`config.mk`:
```
export PLATFORM = sky130hd
export DESIGN_NAME = mul_datapath_flat
export DESIGN_NICKNAME = d
export VERILOG_FILES = /design/src/rtl/mul_datapath_if.sv /design/src/rtl/mul_datapath.sv /design/src/flat_wrapper.sv
export SDC_FILE = /design/constraint.sdc
export NUM_CORES = 1
export LEC_CHECK = 0
export ABC_CLOCK_PERIOD_IN_PS = 5100
export BUFFER_PORTS_ARGS = -buffer_cell sky130_fd_sc_hd__buf_2
export CAP_MARGIN = 20
export CELL_PAD_IN_SITES_DETAIL_PLACEMENT = 0
export CELL_PAD_IN_SITES_GLOBAL_PLACEMENT = 1
export CORE_UTILIZATION = 45
export DETAILED_ROUTE_END_ITERATION = 8
export GPL_TIMING_DRIVEN = 0
export PLACE_DENSITY = 0.89
export SETUP_SLACK_MARGIN = 0.02
export SLEW_MARGIN = 40
export SYNTH_ARGS = -nofsm -noshare
export SYNTH_HDL_FRONTEND = slang
export SYNTH_SLANG_ARGS = --single-unit
```
`constraint.sdc`:
```
create_clock -name clk -period 5.1 [get_ports clk]
set_input_delay 0.255 -clock clk [delete_from_list [all_inputs] [get_ports clk]]
set_output_delay 0.255 -clock clk [all_outputs]
set_load 0.05 [all_outputs]
```
`src/rtl/mul_datapath_if.sv`:
```
// mul_datapath_if: controller-side bus between the multiplier state register and its datapath.
interface mul_datapath_if #(parameter int WIDTH = 64);
  logic [1:0]         state;
  logic               op_clear;
  logic [WIDTH-1:0]   multiplicand;
  logic [WIDTH-1:0]   multiplier;
  logic               op_done;
  logic [2*WIDTH-1:0] result;
  modport master(output state, op_clear, multiplicand, multiplier, input op_done, result);
  modport slave(input state, op_clear, multiplicand, multiplier, output op_done, result);
endinterface

```
`src/rtl/mul_datapath.sv`:
```
// mul_datapath: sequential unsigned shift-add multiplier, one iteration per clock while in START.
module mul_datapath #(
  parameter int WIDTH = 64
) (
  input  logic           clk,
  input  logic           reset,
  mul_datapath_if.slave  bus
);
  localparam int CW = $clog2(WIDTH) + 1;
  localparam logic [1:0] INIT = 2'b00, START = 2'b01;
  localparam logic [CW-1:0] LAST = CW'(WIDTH - 1);
  localparam logic [CW-1:0] FULL = CW'(WIDTH);
  logic [WIDTH-1:0]   mcand;
  logic [2*WIDTH-1:0] p;
  logic [CW-1:0]      cnt;
  logic               done;
  logic [2*WIDTH-1:0] res;
  logic [WIDTH:0]     sum;
  logic [2*WIDTH-1:0] p_next;
  always_comb begin
    sum    = {1'b0, p[2*WIDTH-1:WIDTH]} + (p[0] ? {1'b0, mcand} : '0);
    p_next = {sum, p[WIDTH-1:1]};
  end
  always_ff @(posedge clk) begin
    if (reset || bus.op_clear) begin
      mcand <= '0;
      p     <= '0;
      cnt   <= '0;
      res   <= '0;
      done  <= 1'b0;
    end else if (bus.state == INIT) begin
      mcand <= bus.multiplicand;
      p     <= {{WIDTH{1'b0}}, bus.multiplier};
      cnt   <= '0;
      res   <= '0;
      done  <= 1'b0;
    end else if (bus.state == START && cnt < FULL) begin
      p   <= p_next;
      cnt <= cnt + 1'b1;
      if (cnt == LAST) begin
        res  <= p_next;
        done <= 1'b1;
      end
    end
  end
  assign bus.op_done = done;
  assign bus.result  = res;
endmodule
```
`src/flat_wrapper.sv`:
```
// flat-port wrapper written by rule: the top's interface ports become plain ports
module mul_datapath_flat 
#(
  parameter int WIDTH = 64
)
  (clk, reset, bus_state, bus_op_clear, bus_multiplicand, bus_multiplier, bus_op_done, bus_result);
  mul_datapath_if #(.WIDTH(WIDTH)) bus_i ();
  input  logic clk;
  input  logic reset;
  input wire logic [$bits(bus_i.state)-1:0] bus_state;
  input wire logic [$bits(bus_i.op_clear)-1:0] bus_op_clear;
  input wire logic [$bits(bus_i.multiplicand)-1:0] bus_multiplicand;
  input wire logic [$bits(bus_i.multiplier)-1:0] bus_multiplier;
  output wire logic [$bits(bus_i.op_done)-1:0] bus_op_done;
  output wire logic [$bits(bus_i.result)-1:0] bus_result;
  assign bus_i.state = bus_state;
  assign bus_i.op_clear = bus_op_clear;
  assign bus_i.multiplicand = bus_multiplicand;
  assign bus_i.multiplier = bus_multiplier;
  assign bus_op_done = bus_i.op_done;
  assign bus_result = bus_i.result;
  mul_datapath #(.WIDTH(WIDTH)) u_core (.clk(clk), .reset(reset), .bus(bus_i));
endmodule
```
# Word-level counts from Yosys, hierarchy flattened
# Cells that the tools add are included.
[word_totals] output_inout_bits=129 reg_bits=328 word_cells=20 input_bits=133
[classes] n_eq_ne=2 magnitude_cmp=1 muxes=3 addsub=2 reduce_logical=6
[ops] cell="64-bit 2-to-1 mux" n=3
[ops] cell="64-bit by 64-bit adder with 65-bit output" n=1
[ops] cell="7-bit by 1-bit adder with 7-bit output (second input constant)" n=1
[ops] cell="7-bit by 6-bit == test with 1-bit output (second input constant)" n=1
[ops] cell="7-bit < comparator (second input constant)" n=1
[ops] cell="2-bit by 1-bit == test with 1-bit output (second input constant)" n=1
[ops] cell="2-bit zero test" n=1
[ops] cell="2-bit AND reduction" n=1
[ops] cell="2-bit nonzero test" n=1
[ops] cell="2-bit OR reduction" n=1
[ops] cell="1-bit logical AND" n=1
[ops] cell="1-bit logical OR" n=1

# Logic depth before layout (Yosys ltp)
[depth] ltp_word=4 ltp_mapped=15 mapped_depth_nobuf=13

# Worst setup path before layout
# Ideal clock, no wire load.
[synth_timing] path_type="register to register" startpoint="reg u_core.p[0]" endpoint="reg u_core.p[101]" n_path_buf=2 path_stages_with_launch=16 arrival_time_ps=3299 t_required_ps=4980 period_less_slack_ps=3418 slack_ps=1682 setup_ps=120 path_cell_list="dfxtp_1 -> clkbuf_1 -> clkbuf_1 -> and2_1 -> ha_1 -> fa_1 -> a211oi_1 -> o21ai_1 -> a32oi_1 -> a211oi_1 -> nor4_2 -> o21bai_1 -> a31oi_1 -> o21ai_1 -> nor3b_1 -> a211o_1"
[synth_via] elab_chain_cells=2
[synth_rtl] element="start: declaration" line_no="mul_datapath.sv:14" rtl="logic [2*WIDTH-1:0] p;"
[synth_rtl] element="start signal: assignment" line_no="mul_datapath.sv:33" rtl="p <= {{WIDTH{1'b0}}, bus.multiplier};"
[synth_rtl] element="start signal: assignment" line_no="mul_datapath.sv:38" rtl="p <= p_next;"
[synth_rtl] element="64-bit 2-to-1 mux" line_no="mul_datapath.sv:21" rtl="sum = {1'b0, p[2*WIDTH-1:WIDTH]} + (p[0] ? {1'b0, mcand} : '0);"
[synth_rtl] element="64-bit by 64-bit adder with 65-bit output" line_no="mul_datapath.sv:21"
# No other way between the ends.
# A chain may end at the register's enable or synchronous reset.

# Final worst setup path
[layout_timing] startpoint="reg u_core.p[0]" endpoint="reg u_core.res[127] (netlist: u_core.bus.result[127])"
[layout_via] elab_chain_cells=2
[layout_rtl] element="64-bit 2-to-1 mux" line_no="mul_datapath.sv:21"
[layout_rtl] element="64-bit by 64-bit adder with 65-bit output" line_no="mul_datapath.sv:21"
[layout_rtl] element="end signal: assignment" line_no="mul_datapath.sv:41" rtl="res <= p_next;"
[layout_rtl] element="end: declaration" line_no="mul_datapath.sv:17" rtl="logic [2*WIDTH-1:0] res;"
# No other way between the ends.

==> impl_results.md <==
* Synth async-reset ratio at 0
* First-pass GRT wire length at 79.5 mm
* CTS tree: yes
* Mapped Nets at 2265
* Drt first pass iters at 5
* Remaining global-route overflow at 0
* Num CTS Buffers at 37
* Nets at 2686
* Post-synth EDFFs at 0
* Ys Warns at 0
* Bufs and invs on worst path at 2
* Fin. Hold Viols at 0
* Register area at 0.00657 mm2
* Share of the synthesized area in the top cell type at 0.415
* Core area at 0.0345 mm2
* Largest net degree at the start of global routing at 13
* Die ar. at 0.0359 mm2
* Largest fanout on the critical path at 10
* Vias in the first global route at 15400
* Worst path slowest cell: fa_1
* Synth-to-Final Area Change at 27.0%
* Sequential fraction of the synthesis area at 0.415
* Highest clock rate at 221 MHz
* Crit-path cells: clkbuf_2, clkbuf_1, and2_1, ha_1, fa_1, a211oi_1, o21ai_1, a32oi_1, o21ai_1, a31oi_2, o2111ai_1, a21oi_2, nor2b_1, a311oi_1, a21oi_1
* Avg WL per Cell at 16.9 um
* Count leader, synth: nand2_1
* Synth cell count leaders: nand2_1 (557), a21oi_1 (364), dfxtp_1 (328)
* Most area-consuming cells after synthesis: dfxtp_1 (42%), nand2_1 (13%), a21oi_1 (12%)
* Total power at 5.54 mW
* Buffers on Ports at 261
* Fin Clk Skew at 0.0166 ns
* Worst-path clk slew at 0.06 ns
* Min Tclk post-route at 4.53 ns
* Clk sink count at 328
* H-tree depth at 2
* Slowest stage delay, CP at 0.44 ns
* Antenna fix cells at 0
* Multi-input logic area at 0.00863 mm2
* Max_slew headroom at 0.460
* Crit path capture type: flop
* Status: completed
* Initial Util at 0.458
* Syn Inst Count at 2066
* Critical path's top delay family: compound AO/OA/AOI/OAI gates
* Post-Place Cell Area at 0.0177 mm2
* Worst Max-Slew Pin Slew at 0.811 ns
* PD cells at 276 mW/mm2
* Syn avg cell area at 7.66 um2
* Clk_lat worst skew at 0.57 ns
* 1st-iter DRT viols at 885
* Filler instances at 3365
* WP data required at 5.52 ns
* Crit path launch type: flop
* Ys flop type: dfxtp_1
* Setup-failing EPs final at 0
* Cts repair resizes at 0
* DIE HEIGHT at 189 um
* Hold slack at 0.0180 ns
* Die width at 189 um
* Fin. max-slew vios at 0
* Clock root cell: clkbuf_16
* Core Util, Final at 0.582
* Most common cell on crit path: o21ai_1
* Rows at 68
* RSZ-0062 raised after global routing: no
* Syn Std Cell Area at 0.0158 mm2
* Yosys reg bits at 328
* Maximum capacitance violations at 0
* GR peak layer: met2
* Final instance area at 0.0201 mm2
* M1 GR Usage at 0.356
* GR Util met2 at 0.462
* Worst Setup Path Type: reg2reg
* Antenna violations before repair at 2
* DRC Markers at 0
* Total global-route track usage at 0.277
* Max Root-Sink Buffers at 3
* Via Count at 15900
* Post-synth top area cell: dfxtp_1
* Post-Route WL at 50.2 mm
* Period utilization at 0.888
* VDD IR-drop max at 0.259 mV
* Critical path arrival at 4.95 ns
* DRT antenna net count at 0
* Share of post-route cells with drive strength above 1 at 0.138
* Netlist cell types at 72
* Global placement routability congestion at 0.919
* Leak at 7.95 nW
* GRT met3 Usage at 0.0508
* Detail Placement HPWL at 37.0 mm
* Vias per inst at 5.36
* # IOs at 262
* Worst min path class: in2reg
* Final TNS setup at 0 ns
[power breakdown]
| part | switching, mW | total (mW) | leakage, nW | internal, mW |
|---|---|---|---|---|
| combinational | 0.190 | 0.335 | 4.73 | 0.144 |
| clock | 1.11 | 2.61 | 0.577 | 1.50 |
| sequential | 0.0156 | 2.60 | 2.65 | 2.59 |
| total | 1.31 | 5.54 | 7.95 | 4.23 |
[sequential cells by signal, indices dropped and copies added (netlist names)]
register            flops
u_core.p              128
u_core.bus.op_done      1
u_core.cnt              7
u_core.bus.result     128
u_core.mcand           64
[layer usage]
layer | share of wire | vias up
met5 | 0.00018 | -
met4 | 0.031 | 2
met3 | 0.065 | 95
met2 | 0.46 | 470
met1 | 0.44 | 7418
li1 | - | 7922
[cell type report]
class | instances | area share
clock inverter | 9 | 0.00380
buffer | 149 | 0.0287
timing repair buffer | 382 | 0.125
tap | 455 | 0.0283
sequential | 328 | 0.327
clock buffer | 53 | 0.0546
multi-input combinational | 1574 | 0.430
inverter | 15 | 0.00280
[timing repair]
action / in CTS / in global routing
hold endpoints to repair: 121 / 0
setup endpoints to repair: 0 / 0
hold buffers: 121 / 0
setup buffers: 0 / 0
[layout by cell type (no fill, tap or decap), drive strengths merged, types with 3 or more instances in the layout]
cell type,count
a211oi,19
a21boi,4
a21o,40
a21oi,366
a22o,5
a22oi,65
a31oi,12
and2,70
and3,12
buf,280
clkbuf,183
clkinv,6
dfxtp,328
dlygate4sd3,121
ha,65
inv,16
nand2,558
nand2b,11
nand3,25
nand4,23
nor2,85
nor2b,5
nor3,9
nor4,4
o211ai,4
o21a,7
o21ai,69
o21bai,13
o31ai,3
or4,4
xnor2,34
xor2,27
[worst min-delay path, stage by stage]
cell and delay [ns]:
buf_2 0.09, a22oi_1 0.08, a21oi_1 0.11
[path summary, 6_finish.rpt]
kind	start	end	slack, ns	depth (start not counted)
setup / recovery	u_core.p[0]	u_core.bus.result[127]	0.57	15
hold / removal	bus_multiplier[4]	u_core.p[4]	0.02	3
setup reg to reg	u_core.p[0]	u_core.bus.result[127]	0.57	15
hold reg to reg	u_core.mcand[0]	u_core.mcand[0]	0.45	2
[per-stage QoR]
| step | setup WS [ns] | std cells |
|---|---|---|
| after CTS | 0.450 | 2965 |
| after global routing | 0.269 | 2965 |
| after global placement | 0.508 | 2782 |
| after detailed placement | 0.496 | 2782 |
| final | 0.571 | 2965 |
| after floorplan | 1.68 | 2066 |
[cells by family (layout without fill, tap and decap cells)]
| group | count (synthesis) | after routing | synth area share |
|---|---|---|---|
| DFF | 328 | 328 | 0.415 |
| buffers and inverters | 164 | 608 | 0.0396 |
| muxes | 3 | 3 | 0.00198 |
| xor gates and xnor gates | 61 | 61 | 0.0338 |
| AOI/OAI and AO/OA | 625 | 625 | 0.235 |
| and+or+nand+nor | 819 | 819 | 0.222 |
| adders and majority gates | 66 | 66 | 0.0527 |
Power figures use the tool's default switching activity.
